$ cat src/rtl/ats21_cmd_arbiter_if.sv
// Requester handshake and ATS21 bus signals for the two-requester command arbiter.
// The master side drives commands and status; the slave side is the arbiter itself.
interface ats21_cmd_arbiter_if;
    logic        a_valid;
    logic [31:0] a_cmd;
    logic        a_ready;
    logic        a_rsp_valid;
    logic        a_rsp_ok;
    logic        b_valid;
    logic [31:0] b_cmd;
    logic        b_ready;
    logic        b_rsp_valid;
    logic        b_rsp_ok;
    logic        req;
    logic [15:0] ctrlA;
    logic [15:0] ctrlB;
    logic [1:0]  stat;
    logic        busy;

    modport master (
        output a_valid, a_cmd, b_valid, b_cmd, stat,
        input  a_ready, a_rsp_valid, a_rsp_ok, b_ready, b_rsp_valid, b_rsp_ok,
        input  req, ctrlA, ctrlB, busy
    );

    modport slave (
        input  a_valid, a_cmd, b_valid, b_cmd, stat,
        output a_ready, a_rsp_valid, a_rsp_ok, b_ready, b_rsp_valid, b_rsp_ok,
        output req, ctrlA, ctrlB, busy
    );
endinterface

$ cat src/rtl/ats21_cmd_arbiter.sv
// Two-requester ATS21 command arbiter: holds one command per requester, issues
// non-conflicting commands jointly as HI/LO halves and reports Ack/Nack from stat.
module ats21_cmd_arbiter #(
    parameter int STAT_LAT = 2
) (
    input  logic               clk,
    input  logic               reset,
    ats21_cmd_arbiter_if.slave bus
);

    localparam logic [2:0] LAST_WAIT = 3'(STAT_LAT - 1);

    typedef enum logic [2:0] {
        IDLE = 3'd0,
        HI   = 3'd1,
        LO   = 3'd2,
        WAIT = 3'd3,
        RESP = 3'd4
    } state_t;

    // Two commands collide when they address the same clock, the same alarm, or are both 011.
    function automatic logic f_clash(input logic [31:0] ca, input logic [31:0] cb);
        logic [2:0] oa;
        logic [2:0] ob;
        logic       clk_a;
        logic       clk_b;
        logic       alm_a;
        logic       alm_b;
        oa    = ca[31:29];
        ob    = cb[31:29];
        clk_a = (oa == 3'b001) || (oa == 3'b010);
        clk_b = (ob == 3'b001) || (ob == 3'b010);
        alm_a = (oa == 3'b101) || (oa == 3'b110) || (oa == 3'b111);
        alm_b = (ob == 3'b101) || (ob == 3'b110) || (ob == 3'b111);
        f_clash = (clk_a && clk_b && (ca[28:25] == cb[28:25])) ||
                  (alm_a && alm_b && (ca[28:24] == cb[28:24])) ||
                  ((oa == 3'b011) && (ob == 3'b011));
    endfunction

    state_t      r_state;
    state_t      w_next;
    logic        r_held_a, r_held_b;
    logic [31:0] r_cmd_a, r_cmd_b;
    logic        r_iss_a, r_iss_b;
    logic        r_prio_b;
    logic [2:0]  r_wait_cnt;
    logic        r_req;
    logic [15:0] r_ctrl_a, r_ctrl_b;
    logic        r_a_rsp_valid, r_a_rsp_ok, r_b_rsp_valid, r_b_rsp_ok;

    logic        w_a_ready, w_b_ready;
    logic        w_nop_a, w_nop_b, w_live_a, w_live_b;
    logic        w_conflict, w_sel_a, w_sel_b;
    logic        w_idle, w_wait_done;
    logic        w_iss_a, w_iss_b, w_rel_a, w_rel_b;
    logic        w_req_nxt;
    logic [15:0] w_ctrl_a_nxt, w_ctrl_b_nxt;
    logic        w_a_rsp_v_nxt, w_a_rsp_ok_nxt, w_b_rsp_v_nxt, w_b_rsp_ok_nxt;

    assign w_a_ready   = ~r_held_a & ~reset;
    assign w_b_ready   = ~r_held_b & ~reset;
    assign w_nop_a     = r_held_a & (r_cmd_a[31:29] == 3'b000);
    assign w_nop_b     = r_held_b & (r_cmd_b[31:29] == 3'b000);
    assign w_live_a    = r_held_a & ~w_nop_a;
    assign w_live_b    = r_held_b & ~w_nop_b;
    assign w_conflict  = w_live_a & w_live_b & f_clash(r_cmd_a, r_cmd_b);
    assign w_sel_a     = w_live_a & (~w_conflict | ~r_prio_b);
    assign w_sel_b     = w_live_b & (~w_conflict | r_prio_b);
    assign w_idle      = (r_state == IDLE);
    assign w_wait_done = (r_state == WAIT) && (r_wait_cnt == LAST_WAIT);

    // Next-state, issue set and hold-release decode.
    always_comb begin
        w_next  = r_state;
        w_iss_a = r_iss_a;
        w_iss_b = r_iss_b;
        w_rel_a = 1'b0;
        w_rel_b = 1'b0;
        case (r_state)
            IDLE: begin
                w_iss_a = w_sel_a;
                w_iss_b = w_sel_b;
                w_rel_a = w_nop_a;
                w_rel_b = w_nop_b;
                if (w_sel_a || w_sel_b) begin
                    w_next = HI;
                end else begin
                    w_next = IDLE;
                end
            end
            HI:   w_next = LO;
            LO:   w_next = WAIT;
            WAIT: begin
                if (w_wait_done) begin
                    w_next = RESP;
                end else begin
                    w_next = WAIT;
                end
            end
            RESP: begin
                w_rel_a = r_iss_a;
                w_rel_b = r_iss_b;
                w_next  = IDLE;
            end
            default: w_next = IDLE;
        endcase
    end

    // Bus and response values for the coming cycle, so every output leaves a flop.
    always_comb begin
        w_req_nxt    = (w_next == HI);
        w_ctrl_a_nxt = 16'h0000;
        w_ctrl_b_nxt = 16'h0000;
        case (w_next)
            HI: begin
                w_ctrl_a_nxt = w_iss_a ? r_cmd_a[31:16] : 16'h0000;
                w_ctrl_b_nxt = w_iss_b ? r_cmd_b[31:16] : 16'h0000;
            end
            LO: begin
                w_ctrl_a_nxt = w_iss_a ? r_cmd_a[15:0] : 16'h0000;
                w_ctrl_b_nxt = w_iss_b ? r_cmd_b[15:0] : 16'h0000;
            end
            default: begin
                w_ctrl_a_nxt = 16'h0000;
                w_ctrl_b_nxt = 16'h0000;
            end
        endcase
        // stat is sampled on the edge that closes the last WAIT cycle.
        w_a_rsp_v_nxt  = (w_wait_done & r_iss_a) | (w_idle & w_nop_a);
        w_b_rsp_v_nxt  = (w_wait_done & r_iss_b) | (w_idle & w_nop_b);
        w_a_rsp_ok_nxt = (w_wait_done & r_iss_a & bus.stat[0]) | (w_idle & w_nop_a);
        w_b_rsp_ok_nxt = (w_wait_done & r_iss_b & bus.stat[1]) | (w_idle & w_nop_b);
    end

    // State, holding registers, priority and registered outputs.
    always_ff @(posedge clk) begin
        if (reset) begin
            r_state       <= IDLE;
            r_held_a      <= 1'b0;
            r_held_b      <= 1'b0;
            r_cmd_a       <= 32'h0000_0000;
            r_cmd_b       <= 32'h0000_0000;
            r_iss_a       <= 1'b0;
            r_iss_b       <= 1'b0;
            r_prio_b      <= 1'b0;
            r_wait_cnt    <= 3'd0;
            r_req         <= 1'b0;
            r_ctrl_a      <= 16'h0000;
            r_ctrl_b      <= 16'h0000;
            r_a_rsp_valid <= 1'b0;
            r_a_rsp_ok    <= 1'b0;
            r_b_rsp_valid <= 1'b0;
            r_b_rsp_ok    <= 1'b0;
        end else begin
            r_state  <= w_next;
            r_held_a <= (r_held_a & ~w_rel_a) | (bus.a_valid & w_a_ready);
            r_held_b <= (r_held_b & ~w_rel_b) | (bus.b_valid & w_b_ready);
            if (bus.a_valid && w_a_ready) begin
                r_cmd_a <= bus.a_cmd;
            end
            if (bus.b_valid && w_b_ready) begin
                r_cmd_b <= bus.b_cmd;
            end
            r_iss_a       <= w_iss_a;
            r_iss_b       <= w_iss_b;
            r_prio_b      <= r_prio_b ^ (w_idle & w_conflict);
            r_wait_cnt    <= (r_state == WAIT) ? (r_wait_cnt + 3'd1) : 3'd0;
            r_req         <= w_req_nxt;
            r_ctrl_a      <= w_ctrl_a_nxt;
            r_ctrl_b      <= w_ctrl_b_nxt;
            r_a_rsp_valid <= w_a_rsp_v_nxt;
            r_a_rsp_ok    <= w_a_rsp_ok_nxt;
            r_b_rsp_valid <= w_b_rsp_v_nxt;
            r_b_rsp_ok    <= w_b_rsp_ok_nxt;
        end
    end

    // Outputs are forced quiet for as long as reset is held.
    assign bus.a_ready     = w_a_ready;
    assign bus.b_ready     = w_b_ready;
    assign bus.req         = r_req & ~reset;
    assign bus.ctrlA       = r_ctrl_a & {16{~reset}};
    assign bus.ctrlB       = r_ctrl_b & {16{~reset}};
    assign bus.a_rsp_valid = r_a_rsp_valid & ~reset;
    assign bus.a_rsp_ok    = r_a_rsp_ok & ~reset;
    assign bus.b_rsp_valid = r_b_rsp_valid & ~reset;
    assign bus.b_rsp_ok    = r_b_rsp_ok & ~reset;
    assign bus.busy        = (r_state != IDLE) & ~reset;

endmodule

$ cat src/flat_wrapper.sv
// flat-port wrapper written by rule: the top's interface ports become plain ports
module ats21_cmd_arbiter_flat 
#(
    parameter int STAT_LAT = 2
)
  (clk, reset, bus_a_valid, bus_a_cmd, bus_b_valid, bus_b_cmd, bus_stat, bus_a_ready, bus_a_rsp_valid, bus_a_rsp_ok, bus_b_ready, bus_b_rsp_valid, bus_b_rsp_ok, bus_req, bus_ctrlA, bus_ctrlB, bus_busy);
  ats21_cmd_arbiter_if bus_i ();
  input  logic clk;
  input  logic reset;
  input wire logic [$bits(bus_i.a_valid)-1:0] bus_a_valid;
  input wire logic [$bits(bus_i.a_cmd)-1:0] bus_a_cmd;
  input wire logic [$bits(bus_i.b_valid)-1:0] bus_b_valid;
  input wire logic [$bits(bus_i.b_cmd)-1:0] bus_b_cmd;
  input wire logic [$bits(bus_i.stat)-1:0] bus_stat;
  output wire logic [$bits(bus_i.a_ready)-1:0] bus_a_ready;
  output wire logic [$bits(bus_i.a_rsp_valid)-1:0] bus_a_rsp_valid;
  output wire logic [$bits(bus_i.a_rsp_ok)-1:0] bus_a_rsp_ok;
  output wire logic [$bits(bus_i.b_ready)-1:0] bus_b_ready;
  output wire logic [$bits(bus_i.b_rsp_valid)-1:0] bus_b_rsp_valid;
  output wire logic [$bits(bus_i.b_rsp_ok)-1:0] bus_b_rsp_ok;
  output wire logic [$bits(bus_i.req)-1:0] bus_req;
  output wire logic [$bits(bus_i.ctrlA)-1:0] bus_ctrlA;
  output wire logic [$bits(bus_i.ctrlB)-1:0] bus_ctrlB;
  output wire logic [$bits(bus_i.busy)-1:0] bus_busy;
  assign bus_i.a_valid = bus_a_valid;
  assign bus_i.a_cmd = bus_a_cmd;
  assign bus_i.b_valid = bus_b_valid;
  assign bus_i.b_cmd = bus_b_cmd;
  assign bus_i.stat = bus_stat;
  assign bus_a_ready = bus_i.a_ready;
  assign bus_a_rsp_valid = bus_i.a_rsp_valid;
  assign bus_a_rsp_ok = bus_i.a_rsp_ok;
  assign bus_b_ready = bus_i.b_ready;
  assign bus_b_rsp_valid = bus_i.b_rsp_valid;
  assign bus_b_rsp_ok = bus_i.b_rsp_ok;
  assign bus_req = bus_i.req;
  assign bus_ctrlA = bus_i.ctrlA;
  assign bus_ctrlB = bus_i.ctrlB;
  assign bus_busy = bus_i.busy;
  ats21_cmd_arbiter #(.STAT_LAT(STAT_LAT)) u_core (.clk(clk), .reset(reset), .bus(bus_i));
endmodule
$ cat config.mk
export PLATFORM = sky130hd
export DESIGN_NAME = ats21_cmd_arbiter_flat
export DESIGN_NICKNAME = d
export VERILOG_FILES = /design/src/rtl/ats21_cmd_arbiter_if.sv /design/src/rtl/ats21_cmd_arbiter.sv /design/src/flat_wrapper.sv
export SDC_FILE = /design/constraint.sdc
export NUM_CORES = 1
export LEC_CHECK = 0
export BUFFER_PORTS_ARGS = -buffer_cell sky130_fd_sc_hd__buf_2
export CAP_MARGIN = 20
export CORE_MARGIN = 1
export CORE_UTILIZATION = 57
export CTS_CLUSTER_DIAMETER = 40
export CTS_CLUSTER_SIZE = 10
export DETAILED_ROUTE_END_ITERATION = 6
export PLACE_DENSITY = 0.91
export SYNTH_ARGS = -nofsm -noshare
export SYNTH_HDL_FRONTEND = slang
export SYNTH_SLANG_ARGS = --single-unit
$ cat constraint.sdc
create_clock -name clk -period 3.4 [get_ports clk]
set_input_delay 0.17 -clock clk [delete_from_list [all_inputs] [get_ports clk]]
set_output_delay 0.17 -clock clk [all_outputs]
set_load 0.05 [all_outputs]
Word-level counts from Yosys, hierarchy flattened. Cells that the tools add are included.

Add/subtract/negate cells: 1. $mul: 0. Divide/modulo/power cells: 0. Magnitude comparators: 0. Equal/unequal tests: 21. Shift-type cells: 0. Mux-type cells: 13. Bitwise logic cells: 48. Reductions and logical operators: 22.

Operators by type and width (number): 2-to-1 mux 16 bit (4); one-hot mux 16 bit (2 select lines) (2); bitwise AND 16 bit (2); bitwise AND 1 bit (27); == test 3 x 2 -> 1 bit, second input constant (7); == test 3 bit, second input constant (7); == test 3 x 1 -> 1 bit, second input constant (5); one-hot mux 3 bit (4 select lines) (1); inverter 1 bit (10); zero test 3 bit (3); logical OR 1 bit (9); logical AND 1 bit (8); OR 1 bit (8); == test 5 bit (1); == test 4 bit (1); one-hot mux 1 bit (2 select lines) (2); adder 3 x 1 -> 3 bit, second input constant (1); 2-to-1 mux 1 bit (3); 2-to-1 mux 3 bit (1); nonzero test 3 bit (1); OR reduction 2 bit (1); XOR 1 bit (1).

Register bits after elaboration: 112. Latch bits: 0. RAM bits: 0. Bits in read-only memories: 0. Output and inout bits: 40. Memories kept: 0.

Longest topological paths before layout. Gate-level depths: netlist (run 1).

Word-level depth: 16. Depth in mapped cells: 7. Mapped depth without buffers: 6.

Least setup slack after synthesis (run 1). OpenSTA, ideal clock, no wires.

Path kind: register to register. Start: register u_core.r_held_b. End: register u_core.r_cmd_b[2]. Library setup time: 74 ps. Arrival: 1925 ps. Data required time: 3326 ps. Slack: 1401 ps. Stages on the path, launching flop included: 7. Cell sequence: dfxtp_1 > nor2_1 > and2_1 > clkbuf_1 > clkbuf_1 > nand2_1 > o21ai_0.

Cells in the longest elaborated chain, start to end: 3.

Ends and longest elaborated chain: start, declared (line ats21_cmd_arbiter.sv:42) `logic r_held_a, r_held_b;`; start signal, assigned (line ats21_cmd_arbiter.sv:157) `r_held_b <= (r_held_b & ~w_rel_b) | (bus.b_valid & w_b_ready);`; inverter 1 bit (line ats21_cmd_arbiter.sv:61) `assign w_b_ready = ~r_held_b & ~reset;`; bitwise AND 1 bit (line ats21_cmd_arbiter.sv:61); net bus_b_ready (line flat_wrapper.sv:18) `output wire logic [$bits(bus_i.b_ready)-1:0] bus_b_ready;`; logical AND 1 bit (line ats21_cmd_arbiter.sv:161) `if (bus.b_valid && w_b_ready) begin`; end signal, assigned (line ats21_cmd_arbiter.sv:162) `r_cmd_b <= bus.b_cmd;`; end, declared (line ats21_cmd_arbiter.sv:43) `logic [31:0] r_cmd_a, r_cmd_b;`.

The timed path passes the listed nets, and every way through them passes these cells. A chain may end at the register's enable or synchronous reset.

Worst setup path after layout (run 1).
Start: register u_core.r_state[2]. End: register u_core.r_ctrl_a[3].

Cells in the longest elaborated chain, start to end: 6. Elaborated cells between the ends (all ways): 13.

Ends and longest elaborated chain: start, declared (line ats21_cmd_arbiter.sv:40) `state_t r_state;`; start signal, assigned (line ats21_cmd_arbiter.sv:155) `r_state <= w_next;`; == test 3 x 2 -> 1 bit (line ats21_cmd_arbiter.sv:70, ats21_cmd_arbiter.sv:79); logical AND 1 bit (line ats21_cmd_arbiter.sv:70) `assign w_wait_done = (r_state == WAIT) && (r_wait_cnt == LAST_WAIT);`; 2-to-1 mux 3 bit (line ats21_cmd_arbiter.sv:94) `if (w_wait_done) begin`; one-hot mux 3 bit (4 select lines) (line ats21_cmd_arbiter.sv:79) `case (r_state)`; == test 3 x 2 -> 1 bit or == test 3 x 1 -> 1 bit (tied branches) (line ats21_cmd_arbiter.sv:114) `case (w_next)`; one-hot mux 16 bit (2 select lines) (*) (line ats21_cmd_arbiter.sv:114); end signal, assigned (line ats21_cmd_arbiter.sv:169) `r_ctrl_a <= w_ctrl_a_nxt;`; end, declared (line ats21_cmd_arbiter.sv:48) `logic [15:0] r_ctrl_a, r_ctrl_b;`.

Mark *: on every way between the ends. The rest lies on a longest branch, timed or not.

==> results of run 1 <==
-- stage by stage --
stage	cells	hold slack [ps]	setup slack, ps	utilization
floorplan	522	279	1400	-
global placement	696	363	1300	0.668
detailed placement	696	370	1170	0.668
CTS	756	0.0553	1140	0.756
global route	758	5.15	1020	0.760
finish	758	1.08	1070	0.760
-- final cells by class --
class	count	area, um^2
sequential	112	2240
multi-input combinational	367	1970
timing repair buffer	157	1030
clock buffer	10	138
inverter	7	26.3
tap	99	124
clock inverter	6	75.1
fill	465	1770
-- registers in the layout, summed over array words and instances (netlist names), 3 cells and up --
name and count:
u_core.r_wait_cnt 3, u_core.r_ctrl_b 16, u_core.r_cmd_a 32, u_core.r_state 3
u_core.r_ctrl_a 16, u_core.r_cmd_b 32
-- worst max-delay path, stage by stage, from the launching register on --
cell and delay [ps]:
dfxtp_1 380, or3_1 570, a21oi_2 690, buf_4 340, a22oi_1 120, nor2_1 170
-- cells by family (layout without fill, tap and decap cells) --
kind of cell	Yosys count	count (layout)	share of synthesized area
AO/OA/AOI/OAI	120	120	0.184
XOR/XNOR	6	6	0.0119
adder cells (fa/ha/maj)	2	2	0.00567
buffers and inverters	43	180	0.0457
flip-flops	112	112	0.509
AND/OR/NAND/NOR	239	239	0.244
-- report_power, final --
group / switching, uW / internal (uW) / leakage [uW]
registers: 71.0 / 1390 / 0.000915
logic: 258 / 159 / 0.00125
clock network: 473 / 373 / 0.000105
-- worst max-delay path by stage --
stage | startpoint | to | slack, ps
6_report | u_core.r_state[2] | u_core.r_ctrl_a[3] | 1070
3_5_place_dp | u_core.r_state[2] | u_core.r_ctrl_a[9] | 1170
5_1_grt | u_core.r_state[2] | u_core.r_ctrl_a[5] | 1020
4_1_cts | u_core.r_state[2] | u_core.r_ctrl_a[9] | 1140
3_3_place_gp | reset | u_core.r_cmd_b[21] | 1300
2_1_floorplan | u_core.r_held_b | u_core.r_cmd_b[2] | 1400
-- metal layers --
| metal | up-vias | routed length (um) | global-route usage |
|---|---|---|---|
| met5 | - | 0 | 0 |
| li1 | 2002 | - | - |
| met1 | 1977 | 4580 | 0.341 |
| met3 | 59 | 1020 | 0.0651 |
| met4 | 0 | 525 | 0.177 |
| met2 | 278 | 6200 | 0.532 |
-- placed cells by master (no fill, tap or decap), drive strengths merged, types with 2 or more instances in the layout --
cell / netlist / routed
inv: 7 / 10
or3: 2 / 2
nand3: 6 / 6
a41o: 2 / 2
dlygate4sd3: 0 / 45
nand2: 133 / 133
o21ai: 66 / 66
nor2b: 38 / 38
xnor2: 2 / 2
clkbuf: 28 / 10
nor4: 3 / 3
dfxtp: 112 / 112
o21a: 2 / 2
nor2: 44 / 44
and2: 3 / 3
a22oi: 32 / 32
xor2: 4 / 4
a2111oi: 2 / 2
nor3: 5 / 5
a21oi: 5 / 5
ha: 2 / 2
buf: 8 / 112
a31oi: 2 / 2
o31ai: 2 / 2
and3: 2 / 2
-- what timing repair did --
item | CTS | global route
buffers inserted | 0 | 0
endpoints found under the hold margin | 44 | 1
hold buffers | 44 | 1
==> impl_results.md, run 1 <==
* Status: complete, no violations
* Top cells by area, synth: dfxtp_1 (51%), nand2_1 (11%), o21ai_0 (7.5%)
* Layout cells sized above 1 at 0.219
* Crit Path Category: reg2reg
* Finish-stage setup viols at 0
* R2R Path Start: u_core.r_state[2]
* CTS tree: done
* CP Max Fanout at 16
* Reg-to-reg slack, setup at 1070 ps
* Worst-case reg-to-reg path depth at 5
* Worst hold path type: in2reg
* Largest net degree at the start of global routing at 66
* EDFF count, synth at 0
* Vias in the first global route at 4212
* Pwr dens at 487 nW/um^2
* Yosys top cell by area: dfxtp_1
* Die area at 8090 um^2
* Htree depth at 3
* Antenna fix cells at 0
* Yosys reg bits at 112
* Worst setup SP type: flop
* Hold Path Depth at 2
* Synth Instances at 522
* Hold_sp: bus_stat[0]
* Cts repair resizes at 0
* Most frequent cell after synthesis: nand2_1
* Port Buffers at 109
* P_leak at 0.00227 uW
* Root buffer cell: clkbuf_8
* Starting density of the core at 0.598
* Worst R2R End: u_core.r_ctrl_a[3]
* GR Util All Layers at 0.304
* Detailed-route wire length at 12300 um
* # DRC at 0
* Setup TNS at 0 ps
* Syn Std Cell Area at 4410 um^2
* Boundary Pins at 110
* DP Wirelength at 6930 um
* Worst-Skew Late Latency at 390 ps
* Slew margin rel. at 0.338
* Ys flop type: dfxtp_1
* Clock Skew at 14.5 ps
* Slew @ Worst Pin at 992 ps
* # nets final at 726
* Initial antenna violation count at 0
* Syn Area/Cell at 8.45 um^2
* Warnings from Yosys at 0
* Crit path arrival time at 2650 ps
* Die span in x at 90.0 um
* Worst Setup End Kind: flop
* Syn_nets at 594
* DR iter-0 viols at 469
* Drt first pass iters at 5
* Final instance area at 5600 um^2
* WL/cell at 16.3 um
* Top-area cell type share of the netlist area at 0.509
* Worst Hold Path EP: u_core.r_a_rsp_ok
* GRT Residual Overflow at 0
* Synth cell types at 43
* Worst Path Required at 3720 ps
* Slew Limit Fails at 0
* Routability cong. at 0.808
* Design Power at 2730 uW
* Clock transition at path regs at 110 ps
* First-pass GRT wire length at 19500 um
* Routed Antenna Nets at 0
* CTS Buf Count at 9
* Maxcap violations at 0
* Via density at 5.69
* Sequential share of the synthesized area at 0.509
* Area post-placement at 4920 um^2
* Rows at 31
* RSZ-0062 raised after global routing: false
* Max clock buf depth at 2
* VDD IR max at 303 uV
* Period utilization at 0.685
* Max Freq at 0.430 GHz
* Synth cell count leaders: nand2_1 (133), dfxtp_1 (112), o21ai_0 (66), nor2_1 (43), nor2b_1 (38)
* Final hold viol count at 0
* Final Critical Period at 2330 ps
* Area grow syn2layout at 27.0%
* Vias at 4316
* Chip height at 90.0 um
* Clock sink total at 112
* Core Area at 7370 um^2
* Ys async rst share at 0
No activity file was read; power rests on OpenSTA's default activity.
==> inputs of run 2 (changes only) <==
Settings changed: ABC_AREA from default to 1, CORE_UTILIZATION 57 to 48, PLACE_DENSITY 0.91 to 0.81.
Clock period 3.4 ns to 2.03 ns, I/O delays scaled along.
==> run 2 against run 1 <==
The run now ends with negative hold slack left; sequential power up 62%; synthesized cell count up 17%; first-iteration DRC count shrank 59%; combinational power is 68% higher; clock power rose by 91%; via count down 3.2%; critical path type is now reg2out.
==> impl_results.md, run 2 <==
* Status: finished, violations left
* Failing checks: negative hold slack
* Yosys reg bits at 112
* Maxcap violations at 0
* Routed Antenna Nets at 0
* Finish-stage setup viols at 0
* Clock transition at path regs at 110 ps
* P_leak at 0.00227 uW
* # nets final at 788
* Boundary Pins at 110
* EDFF count, synth at 0
* Clock sink total at 112
* Port Buffers at 109
* Slew @ Worst Pin at 521 ps
* Worst setup SP type: flop
* Yosys top cell by area: dfxtp_1
* Final hold viol count at 1
* CP Max Fanout at 7
* Chip height at 101 um
* Biggest regs: u_core.r_cmd_a: 32 flops, u_core.r_cmd_b: 32 flops
* DR iter-0 viols at 193
* Core Area at 9330 um^2
* Design Power at 4700 uW
* Final instance area at 5670 um^2
* Area post-placement at 5260 um^2
* Drt first pass iters at 4
* Warnings from Yosys at 0
* Synth cell types at 27
* Hold_sp: bus_b_cmd[5]
* Layout cells sized above 1 at 0.229
* CTS Buf Count at 9
* DP Wirelength at 7780 um
* Ys async rst share at 0
* Hold Path Depth at 3
* Slew Limit Fails at 0
* Max Freq at 0.622 GHz
* Vias at 4178
* Sequential share of the synthesized area at 0.480
* RSZ-0062 raised after global routing: false
* Worst Setup End Kind: output port
* Starting density of the core at 0.501
* Syn Area/Cell at 7.67 um^2
* VDD IR max at 473 uV
* Worst R2R End: u_core.r_ctrl_b[11]
* Via density at 4.92
* Ys flop type: dfxtp_1
* Setup bufs post-CTS at 0
* Worst hold path type: in2reg
* Vias in the first global route at 3843
* Setup TNS at 0 ps
* Period utilization at 0.791
* Reg-to-reg slack, setup at 470 ps
* Most frequent cells in the layout: inv_1 (138), dfxtp_1 (112), buf_2 (109)
* Cts repair resizes at 0
* Syn_nets at 682
* Htree depth at 3
* Crit Path Category: reg2out
* Most frequent cell after synthesis: inv_1
* Worst-Skew Late Latency at 380 ps
* Detailed-route wire length at 10900 um
* Area grow syn2layout at 21.2%
* Synth Instances at 610
* Pwr dens at 829 nW/um^2
* Top cells by area, synth: dfxtp_1 (48%), inv_1 (11%), a21oi_1 (9.0%)
* Syn Std Cell Area at 4680 um^2
* Die area at 10100 um^2
* Worst Hold Path EP: u_core.r_cmd_b[5]
* Worst-case reg-to-reg path depth at 7
* Largest net degree at the start of global routing at 67
* Initial antenna violation count at 0
* Routability cong. at 0.806
* WHS at -1.63 ps
* GR Util All Layers at 0.225
* Root buffer cell: clkbuf_8
* Final Critical Period at 1610 ps
* Commonest non-fill, non-tap cell in the layout: inv_1
* CTS tree: done
* Die span in x at 101 um
* Slew margin rel. at 0.653
* Top-area cell type share of the netlist area at 0.480
* Worst Path Required at 1930 ps
* First-pass GRT wire length at 17800 um
* R2R Path Start: u_core.r_cmd_a[31]
* Crit path arrival time at 1510 ps
* Clock Skew at 12.0 ps
* WL/cell at 12.8 um
* Synth cell count leaders: inv_1 (138), dfxtp_1 (112), a21oi_1 (84), o21ai_0 (59), nor2_1 (55)
* Antenna fix cells at 0
* # DRC at 0
* Rows at 35
* Max clock buf depth at 2
* GRT Residual Overflow at 0
[run 2: cell types whose count changed after synthesis, sizes merged, moves of 16 or more]
cell	previous run	this run
o22ai	1	32
nor2b	38	0
inv	7	140
nand2	133	37
nor2	44	60
a21oi	5	102
a22oi	32	0
[run 2: worst max-delay path by stage]
stage                        from  slack [ps]            endpoint  depth (start not counted)
6_report        u_core.r_state[1]         420            bus_busy                          5
5_1_grt         u_core.r_state[1]         320  u_core.r_ctrl_a[5]                          7
4_1_cts         u_core.r_state[1]         440            bus_busy                          5
3_5_place_dp   u_core.r_cmd_a[31]         520  u_core.r_ctrl_a[2]                          7
3_3_place_gp   u_core.r_cmd_a[29]         550  u_core.r_ctrl_a[9]                          8
2_1_floorplan     u_core.r_held_b         240  u_core.r_cmd_b[10]                          6
[run 2: cells by family (layout without fill, tap and decap cells)]
kind of cell / Yosys count / in the layout / share of synthesized area
adder cells (fa/ha/maj): 2 / 2 / 0.00535
flip-flops: 112 / 112 / 0.480
XOR/XNOR: 2 / 2 / 0.00375
AND/OR/NAND/NOR: 118 / 118 / 0.118
AO/OA/AOI/OAI: 200 / 200 / 0.239
buffers and inverters: 176 / 287 / 0.154
[run 2: final cells by class]
type	instances	area (um^2)
well taps	129	161
multi-input cells	322	1710
clock inverters	7	125
clock buffers	9	124
flip-flops and latches	112	2240
repair buffers	131	776
inverters	140	526
fillers	835	3660
[run 2: per-layer routing]
layer | share of wire | vias to the layer above | global-route usage
li1 | - | 2137 | -
met3 | 0.049 | 14 | 0.0291
met1 | 0.48 | 1886 | 0.302
met2 | 0.45 | 141 | 0.358
met5 | 0 | - | 0
met4 | 0.020 | 0 | 0.110
[run 2: report_power, final]
part | switching (uW) | internal [uW]
Combinational | 463 | 237
Clock | 787 | 835
Sequential | 54.1 | 2320
Total | 1300 | 3390
[run 2: timing repair]
item | CTS | global route
setup endpoints to repair | 0 | 0
hold endpoints to repair | 16 | 0
hold buffers | 16 | 0
[run 2: critical path, cell delays in order, from the launching register on]
cell	delay [ps]
dfxtp_1	420
nor2_2	80
inv_2	110
nor2_8	70
nor2_4	160
buf_2	290
[run 2: per-stage QoR]
stage               worst slack [ps]  std cells  hold slack [ps]  utilization
global route                     323        850            0.721        0.607
detailed placement               519        818              373        0.564
finish                           423        850            -1.63        0.607
CTS                              436        850            0.360        0.607
floorplan                        241        610              262            -
global placement                 553        818              371        0.564
